===== config.mk =====
export PLATFORM = sky130hd
export DESIGN_NAME = hazard_fwd_unit
export DESIGN_NICKNAME = d
export VERILOG_FILES = /design/src/rtl/hazard_fwd_unit.sv
export SDC_FILE = /design/constraint.sdc
export NUM_CORES = 1
export LEC_CHECK = 0
export BUFFER_PORTS_ARGS = -buffer_cell sky130_fd_sc_hd__buf_2
export CAP_MARGIN = 20
export CORE_MARGIN = 4
export CORE_UTILIZATION = 40
export CTS_CLUSTER_SIZE = 25
export DETAILED_ROUTE_END_ITERATION = 8
export GPL_ROUTABILITY_DRIVEN = 0
export PLACE_DENSITY = 0.62
export SETUP_SLACK_MARGIN = 0.5
export SYNTH_ARGS = -nofsm -noshare
export SYNTH_HDL_FRONTEND = slang
export SYNTH_SLANG_ARGS = --single-unit
export TNS_END_PERCENT = 1

===== constraint.sdc =====
create_clock -name clk -period 4.82 [get_ports clk]
set_input_delay 0.723 -clock clk [delete_from_list [all_inputs] [get_ports clk]]
set_output_delay 0.723 -clock clk [all_outputs]
set_load 0.005 [all_outputs]

===== src/rtl/hazard_fwd_unit.sv =====
// Hazard detection and operand-forwarding controller for the in-order MIPS pipeline.
// A shift-register scoreboard tracks {valid, dst, rdy} for every instruction
// downstream of decode. Pos1 is E, pos2 is M, and pos DEPTH is W.
// Each source's hit position is captured at D and carried down a small pipe.
// Later stages can then pick the right result bus.
// Layout of fwd_sel: source s, stage j occupies bits [(s*DEPTH + j)*SELW +: SELW].
// DEPTH must be at least 2.
module hazard_fwd_unit #(
    parameter int NSRC    = 3,
    parameter int DEPTH   = 3,
    parameter int REGW    = 5,
    parameter int MDU_LAT = 5,
    parameter int UW      = $clog2(DEPTH),
    parameter int SELW    = $clog2(DEPTH + 1)
) (
    input  logic                         clk,
    input  logic                         rst,
    input  logic                         d_valid,
    input  logic [NSRC*REGW-1:0]         d_src,
    input  logic [NSRC*UW-1:0]           d_use,
    input  logic [REGW-1:0]              d_dst,
    input  logic [SELW-1:0]              d_rdy,
    input  logic                         md_start,
    input  logic                         md_use,
    input  logic                         flush,
    output logic                         stall,
    output logic                         md_busy,
    output logic [NSRC*DEPTH*SELW-1:0]   fwd_sel,
    output logic [REGW-1:0]              w_dst
);

    localparam int CW = $clog2(MDU_LAT + 1);
    localparam int AW = SELW + UW + 1;
    localparam int SW = SELW + 1;

    logic [DEPTH:1]                        r_sb_valid;
    logic [DEPTH:1][REGW-1:0]              r_sb_dst;
    logic [DEPTH:1][SELW-1:0]              r_sb_rdy;
    logic [DEPTH-1:1][NSRC-1:0][SELW-1:0]  r_fk;
    logic [CW-1:0]                         r_cnt;

    logic [NSRC-1:0][SELW-1:0]             w_hit_k;
    logic [NSRC-1:0][SELW-1:0]             w_hit_rdy;
    logic                                  w_data_stall;
    logic                                  w_mdu_stall;
    logic                                  w_stall;

    // Find the youngest matching producer per source and flag results that arrive too late.
    always_comb begin
        w_hit_k      = '0;
        w_hit_rdy    = '0;
        w_data_stall = 1'b0;
        for (int s = 0; s < NSRC; s++) begin
            // Oldest first so the youngest match overwrites and wins.
            for (int k = DEPTH; k >= 1; k--) begin
                if (r_sb_valid[k] && (d_src[s*REGW +: REGW] != '0) &&
                    (r_sb_dst[k] == d_src[s*REGW +: REGW])) begin
                    w_hit_k[s]   = SELW'(k);
                    w_hit_rdy[s] = r_sb_rdy[k];
                end
            end
            if ((w_hit_k[s] != '0) &&
                (AW'(w_hit_k[s]) + AW'(d_use[s*UW +: UW]) <= AW'(w_hit_rdy[s])))
                w_data_stall = 1'b1;
        end
    end

    assign w_mdu_stall = (md_use | md_start) & (r_cnt != '0);
    // Flush always beats stall: a killed instruction never needs to wait.
    assign w_stall     = d_valid & ~flush & (w_data_stall | w_mdu_stall);
    assign stall       = w_stall;
    assign md_busy     = (r_cnt != '0);
    assign w_dst       = r_sb_valid[DEPTH] ? r_sb_dst[DEPTH] : '0;

    // Stage 0 comes straight from the live hit. Stage j adds j to the captured position.
    // A producer that has already retired past pos DEPTH means the RF value is current.
    genvar gi, gj;
    generate
        for (gi = 0; gi < NSRC; gi++) begin : g_src
            for (gj = 0; gj < DEPTH; gj++) begin : g_stage
                if (gj == 0) begin : g_live
                    assign fwd_sel[(gi*DEPTH + gj)*SELW +: SELW] = w_hit_k[gi];
                end else begin : g_pipe
                    logic [SW-1:0] w_sum;
                    assign w_sum = SW'(r_fk[gj][gi]) + SW'(gj);
                    assign fwd_sel[(gi*DEPTH + gj)*SELW +: SELW] =
                        ((r_fk[gj][gi] != '0) && (w_sum <= SW'(DEPTH))) ? w_sum[SELW-1:0] : '0;
                end
            end
        end
    endgenerate

    // Shift the scoreboard. A stalled or flushed D inserts a bubble, and flush also kills pos1.
    always_ff @(posedge clk) begin
        if (rst) begin
            r_sb_valid <= '0;
            r_sb_dst   <= '0;
            r_sb_rdy   <= '0;
        end else begin
            r_sb_valid[1] <= d_valid & (d_dst != '0) & ~w_stall & ~flush;
            r_sb_dst[1]   <= d_dst;
            r_sb_rdy[1]   <= d_rdy;
            for (int k = 2; k <= DEPTH; k++) begin
                r_sb_valid[k] <= (k == 2 && flush) ? 1'b0 : r_sb_valid[k-1];
                r_sb_dst[k]   <= r_sb_dst[k-1];
                r_sb_rdy[k]   <= r_sb_rdy[k-1];
            end
        end
    end

    // Carry each source's hit position alongside its instruction. Bubbles carry 0.
    always_ff @(posedge clk) begin
        if (rst) begin
            r_fk <= '0;
        end else begin
            r_fk[1] <= (w_stall | flush) ? '0 : w_hit_k;
            for (int j = 2; j < DEPTH; j++)
                r_fk[j] <= (j == 2 && flush) ? '0 : r_fk[j-1];
        end
    end

    // MDU busy counter. It reloads only when the issuing instruction actually leaves D.
    always_ff @(posedge clk) begin
        if (rst)
            r_cnt <= '0;
        else if (md_start & d_valid & ~w_stall & ~flush)
            r_cnt <= CW'(MDU_LAT);
        else if (r_cnt != '0)
            r_cnt <= r_cnt - 1'b1;
    end

endmodule


After elaboration in Yosys (flattened, before gate mapping)
Cells that the tools add are included.
{ "op_classes": {"n_reduce_logical": 45, "mux": 30, "magnitude_cmp": 9, "bitwise_logic": 14, "addsub": 10, "n_eq_ne": 9} }
{ "op_table": {"columns": ["cell", "n"], "rows": [
  ["$mux W2", 24],
  ["$eq A5 B5 Y1", 9],
  ["$logic_and A1 B1 Y1", 27],
  ["$reduce_bool A2 Y1", 10],
  ["$reduce_bool A5 Y1", 4],
  ["$le A3 B2 Y1 const B", 6],
  ["$add A2 B1 Y3 const B", 3],
  ["$add A2 B2 Y3", 3],
  ["$add A2 B2 Y3 const B", 3],
  ["$and A1 B1 Y1", 9],
  ["$le A3 B2 Y1", 3],
  ["$mux W3", 2],
  ["$reduce_or A2 Y1", 3],
  ["$mux W5", 1],
  ["$mux W1", 3],
  ["$or A1 B1 Y1", 3],
  ["$reduce_bool A3 Y1", 1],
  ["$sub A3 B1 Y3 const B", 1],
  ["$not A1 Y1", 2]
]} }
{ "totals": {"wordCells": 133, "ff_bits": 39, "output_inout_bits": 25, "in_bits": 34} }

Logic depth before layout (Yosys ltp)
{ "logic_depth": {"depth_word": 18, "depth_mapped": 15, "depth_no_buf": 15} }

Least setup slack after synthesis
Ideal clock, no wire load.
{ "synth_path": {"kind": "in2out", "startpoint": "input port d_src[6]", "endpoint": "output port stall", "setup_slack_ps": 402, "cell_stages": 13, "arrival_ps": 3695, "cell_sequence": "or4_4 > nor2_4 > nor4_1 > nor2b_1 > or2_1 > ha_1 > fa_1 > ha_1 > nor2b_1 > a2bb2oi_1 > o21bai_1 > o41ai_4 > a31oi_4"} }
{ "synth_via": {"elab_chain_cells": 13, "word_cells_on_any_way": 24} }
{ "synth_lines": {"columns": ["item", "line", "source"], "rows": [
  ["start: declaration", "19", "input logic [NSRC*REGW-1:0] d_src,"],
  ["$reduce_bool A5 Y1", "56", "if (r_sb_valid[k] && (d_src[s*REGW +: REGW] != '0) &&"],
  ["$logic_and A1 B1 Y1 (2 in a row)", "56", null],
  ["$mux W2 (2 in a row)", "56", null],
  ["$mux W2 *", "56", null],
  ["net fwd_sel[6]", "28", "output logic [NSRC*DEPTH*SELW-1:0] fwd_sel,"],
  ["$add A2 B2 Y3", "63", "(AW'(w_hit_k[s]) + AW'(d_use[s*UW +: UW]) <= AW'(w_hit_rdy[s])))"],
  ["$le A3 B2 Y1", "63", null],
  ["$logic_and A1 B1 Y1 *", "62", "if ((w_hit_k[s] != '0) &&"],
  ["$mux W1 * (2 in a row)", "62", null],
  ["$or A1 B1 Y1 *", "70", "assign w_stall = d_valid & ~flush & (w_data_stall | w_mdu_stall);"],
  ["$and A1 B1 Y1 *", "70", null],
  ["end: declaration", "26", "output logic stall,"]
]} }
The timed path passes the listed nets; every way through them passes the cells marked *.

Final worst setup path
{ "layout_path": {"startpoint": "input port d_src[4]", "endpoint": "output port stall"} }
{ "layout_via": {"elab_chain_cells": 14, "word_cells_on_any_way": 25} }
{ "layout_lines": {"columns": ["item", "line"], "rows": [
  ["$reduce_bool A5 Y1", "56"],
  ["$logic_and A1 B1 Y1 (2 in a row)", "56"],
  ["$mux W2 (3 in a row)", "56"],
  ["$add A2 B2 Y3", "63"],
  ["$le A3 B2 Y1", "63"],
  ["$logic_and A1 B1 Y1 *", "62"],
  ["$mux W1 * (3 in a row)", "62"],
  ["$or A1 B1 Y1 *", "70"],
  ["$and A1 B1 Y1 *", "70"]
]} }
Every way passes the cells marked *; elsewhere a longest branch is shown, timed or not.

==> impl_metrics.env <==
export IMPL_n_fill_cell=529
export IMPL_setup_ws_ps=247
export IMPL_ys_ff_latch=39
export IMPL_nNetsFinal=379
export IMPL_skew_ps=12.7
export IMPL_rr_startpoint="r_sb_dst[14]"
export IMPL_synth_seq_area_share=0.325
export IMPL_end_kind="output pin"
export IMPL_rows=27
export IMPL_htreeDepth=2
export IMPL_grt_max_degree=29
export IMPL_reg2regPathDepth=14
export IMPL_power_density_nw_per_um2=254
export IMPL_maxCapViolations=0
export IMPL_final_setup_viol_count=0
export IMPL_dr_pass1_iters=4
export IMPL_first_global_vias=1859
export IMPL_min_from="r_fk[0]"
export IMPL_cts_sinks=39
export IMPL_synth_distinct_cells=40
export IMPL_multi_input_area_um2=1670
export IMPL_holdBufCountCts=0
export IMPL_fin_crit_sh=0.949
export IMPL_maxSlewViolCount=0
export IMPL_core_area_um2=5680
export IMPL_detail_route_iter0_violations=66
export IMPL_ctsLongestPathBuffers=2
export IMPL_slowest_stage="or4_4"
export IMPL_grtUsageTotal=0.158
export IMPL_hold_path_cell_count=2
export IMPL_holdCritPathClass="reg2reg"
export IMPL_reg2reg_slack_ps=1310
export IMPL_synth_area_per_cell_um2=9.54
export IMPL_fmax_ghz=0.219
export IMPL_pin_count=59
export IMPL_ir_worst_vdd_mv=0.171
export IMPL_die_y_um=85.5
export IMPL_dp_slack_ps=12.1
export IMPL_routed_wl_mm=5.66
export IMPL_diodes=0
export IMPL_viasPerCell=4.93
export IMPL_antenna_found_initial=0
export IMPL_crit_path_cell_trace="buf_2, or4_4, nor2_4, nor4_4, nor2b_4, or2_1, ha_2, fa_1, ha_1, a21o_1, a21oi_2, o31ai_4, a31oi_4, buf_2"
export IMPL_worst_ep_required_time_ps=4100
export IMPL_cp_startpoint="d_src[4]"
export IMPL_ant_nets=0
export IMPL_synth_warnings=0
export IMPL_vias=1975
export IMPL_start_util=0.424
export IMPL_setup_tns_ps=0
export IMPL_tightest_slew_ps=498
export IMPL_synth_area_um2=2400
export IMPL_leakage_nw=1.34
export IMPL_slew_headroom=0.665
export IMPL_rsz0062_at_grt="yes"
export IMPL_numCtsBuffers=5
export IMPL_grtUsageMet3=0.0279
export IMPL_cts_root_buffer="clkbuf_8"
export IMPL_drc=0
export IMPL_synth_nets=303
export IMPL_synth_top_flop_cell="dfxtp_1"
export IMPL_syn2layout_area_growth_pct=30.1
export IMPL_utilization=0.551
export IMPL_io_buffers=58
export IMPL_avgRoutedWirePerCell_um=14.1
export IMPL_cts_tree="yes"
export IMPL_grt_overflow_total=0
export IMPL_crit_path_frequent_cell="buf_2"
export IMPL_clk_latency_ps=300
export IMPL_status="complete, no violations"
export IMPL_synth_cells=252
export IMPL_gr_usage_met2=0.258
export IMPL_period_needed_ps=4570
export IMPL_met1_usage=0.210
export IMPL_fp_dieW_um=85.5
export IMPL_busiest_layer="met2"
export IMPL_clk_pin_slew_ps=80
export IMPL_grt_pass1_wl_mm=9.12
export IMPL_synth_edf_count=0
export IMPL_dp_hpwl_mm=4.39
export IMPL_crit_path_start_kind="input port"
export IMPL_arrival_ps=3850
export IMPL_finalHoldViolations=0
export IMPL_slowest_delay_ps=550
export IMPL_async_flop_share=0
export IMPL_path_class="in2out"
export IMPL_fp_dieArea_um2=7310
export IMPL_worst_path_max_fanout=4
export IMPL_drive_above_1_share=0.353
export IMPL_ff_latch_area_um2=781
==> power breakdown <==
| part | leakage [nW] | switching [W] | internal, W |
|---|---|---|---|
| Combinational | 0.985 | 0.0000999 | 0.000100 |
| Clock | 0.0408 | 0.000131 | 0.000104 |
| Sequential | 0.319 | 0.0000189 | 0.000341 |
==> synthesized netlist by cell type (3+ instances only) <==
| cell type | number | area share |
|---|---|---|
| a21oi_1 | 6 | 0.012 |
| a22o_1 | 3 | 0.011 |
| a22oi_1 | 3 | 0.0094 |
| and2_1 | 9 | 0.023 |
| buf_4 | 3 | 0.0094 |
| clkbuf_1 | 4 | 0.0062 |
| dfxtp_1 | 39 | 0.32 |
| fa_1 | 3 | 0.025 |
| ha_1 | 14 | 0.073 |
| inv_1 | 14 | 0.022 |
| mux2i_1 | 4 | 0.017 |
| nand2_1 | 7 | 0.011 |
| nand4_1 | 9 | 0.023 |
| nor2_1 | 15 | 0.023 |
| nor2b_1 | 30 | 0.078 |
| nor4_1 | 5 | 0.013 |
| nor4_2 | 7 | 0.036 |
| o21ai_0 | 4 | 0.0083 |
| xnor2_1 | 28 | 0.10 |
| xor2_1 | 18 | 0.066 |
==> stage by stage <==
stage | total power [W] | cell area (um^2) | std cells | hold slack (ps)
finish | 0.000795 | 3130 | 401 | 450
global placement | 0.000546 | 2780 | 380 | 433
floorplan | 0.000493 | 2400 | 252 | 422
CTS | 0.000794 | 2990 | 395 | 453
global route | 0.000836 | 3130 | 401 | 479
detailed placement | 0.000549 | 2780 | 380 | 442
==> cells by family after synthesis <==
| group | share of synthesized area |
|---|---|
| adder cells (fa/ha/maj) | 0.0979 |
| buffers and inverters | 0.0375 |
| XOR/XNOR | 0.168 |
| AND/OR/NAND/NOR | 0.264 |
| multiplexers | 0.0167 |
| AO/OA/AOI/OAI | 0.0911 |
| flip-flops | 0.325 |
==> registers in the layout, summed over array words and instances, names as in the netlist <==
name / count
r_sb_dst: 15
r_fk: 12
r_sb_rdy: 6
r_cnt: 3
r_sb_valid: 3
==> timing repair <==
item / 4_1_cts / 5_1_grt
pin swaps: 9 / 11
buffers inserted: 7 / 6
setup endpoints to repair: 1 / 1
resized for setup: 13 / 18
==> final cells by class <==
class                   count  share of cell area
flip-flops and latches     39               0.250
clock buffers               5              0.0220
well taps                  72              0.0288
multi-input cells         192               0.533
repair buffers             76               0.142
clock inverters             3             0.00760
inverters                  14              0.0168
==> critical path: cells and delay by family <==
kind / cells / cell delay (ps)
AND/OR/NAND/NOR: 5 / 1230
adder cells (fa/ha/maj): 3 / 920
AO/OA/AOI/OAI: 4 / 690
buffers and inverters: 2 / 280
==> routing by layer <==
metal,up-vias,routed length [um],part of all wire
li1,1007,-,-
met1,920,2610,0.46
met2,41,2740,0.48
met3,7,241,0.043
met4,0,66,0.012
met5,-,0,0
==> path summary, 6_finish.rpt <==
kind | end
worst min register to register | r_fk[6]
worst max register to register | r_fk[1]
worst max-delay path | stall
worst min-delay path | r_fk[6]
==> cell usage in the layout, fill, tap and decap left out, types with 2 or more instances in the layout <==
cell        synthesis  routed
a22o_1              3       3
ha_2                0       2
o21ai_0             4       4
nand4_1             9       9
mux2i_1             4       4
a21oi_1             6       5
nand2b_1            2       2
nor2_4              1       3
nor4_2              7       5
nor2_2              2       2
nor2b_4             0       2
nor4_4              0       6
buf_2               0      55
xor2_1             18      18
buf_4               3      19
nor2b_1            30      28
clkinvlp_4          0       2
nand2_1             7       7
xnor2_1            28      28
nor2_1             15      13
and2_1              9       9
or4_4               1       2
a21o_1              2       2
ha_1               14      12
inv_1              14      14
a22oi_1             3       3
dfxtp_1            39      39
clkbuf_8            0       5
fa_1                3       3
nor3b_2             2       2
(Power assumes the default switching activity.)
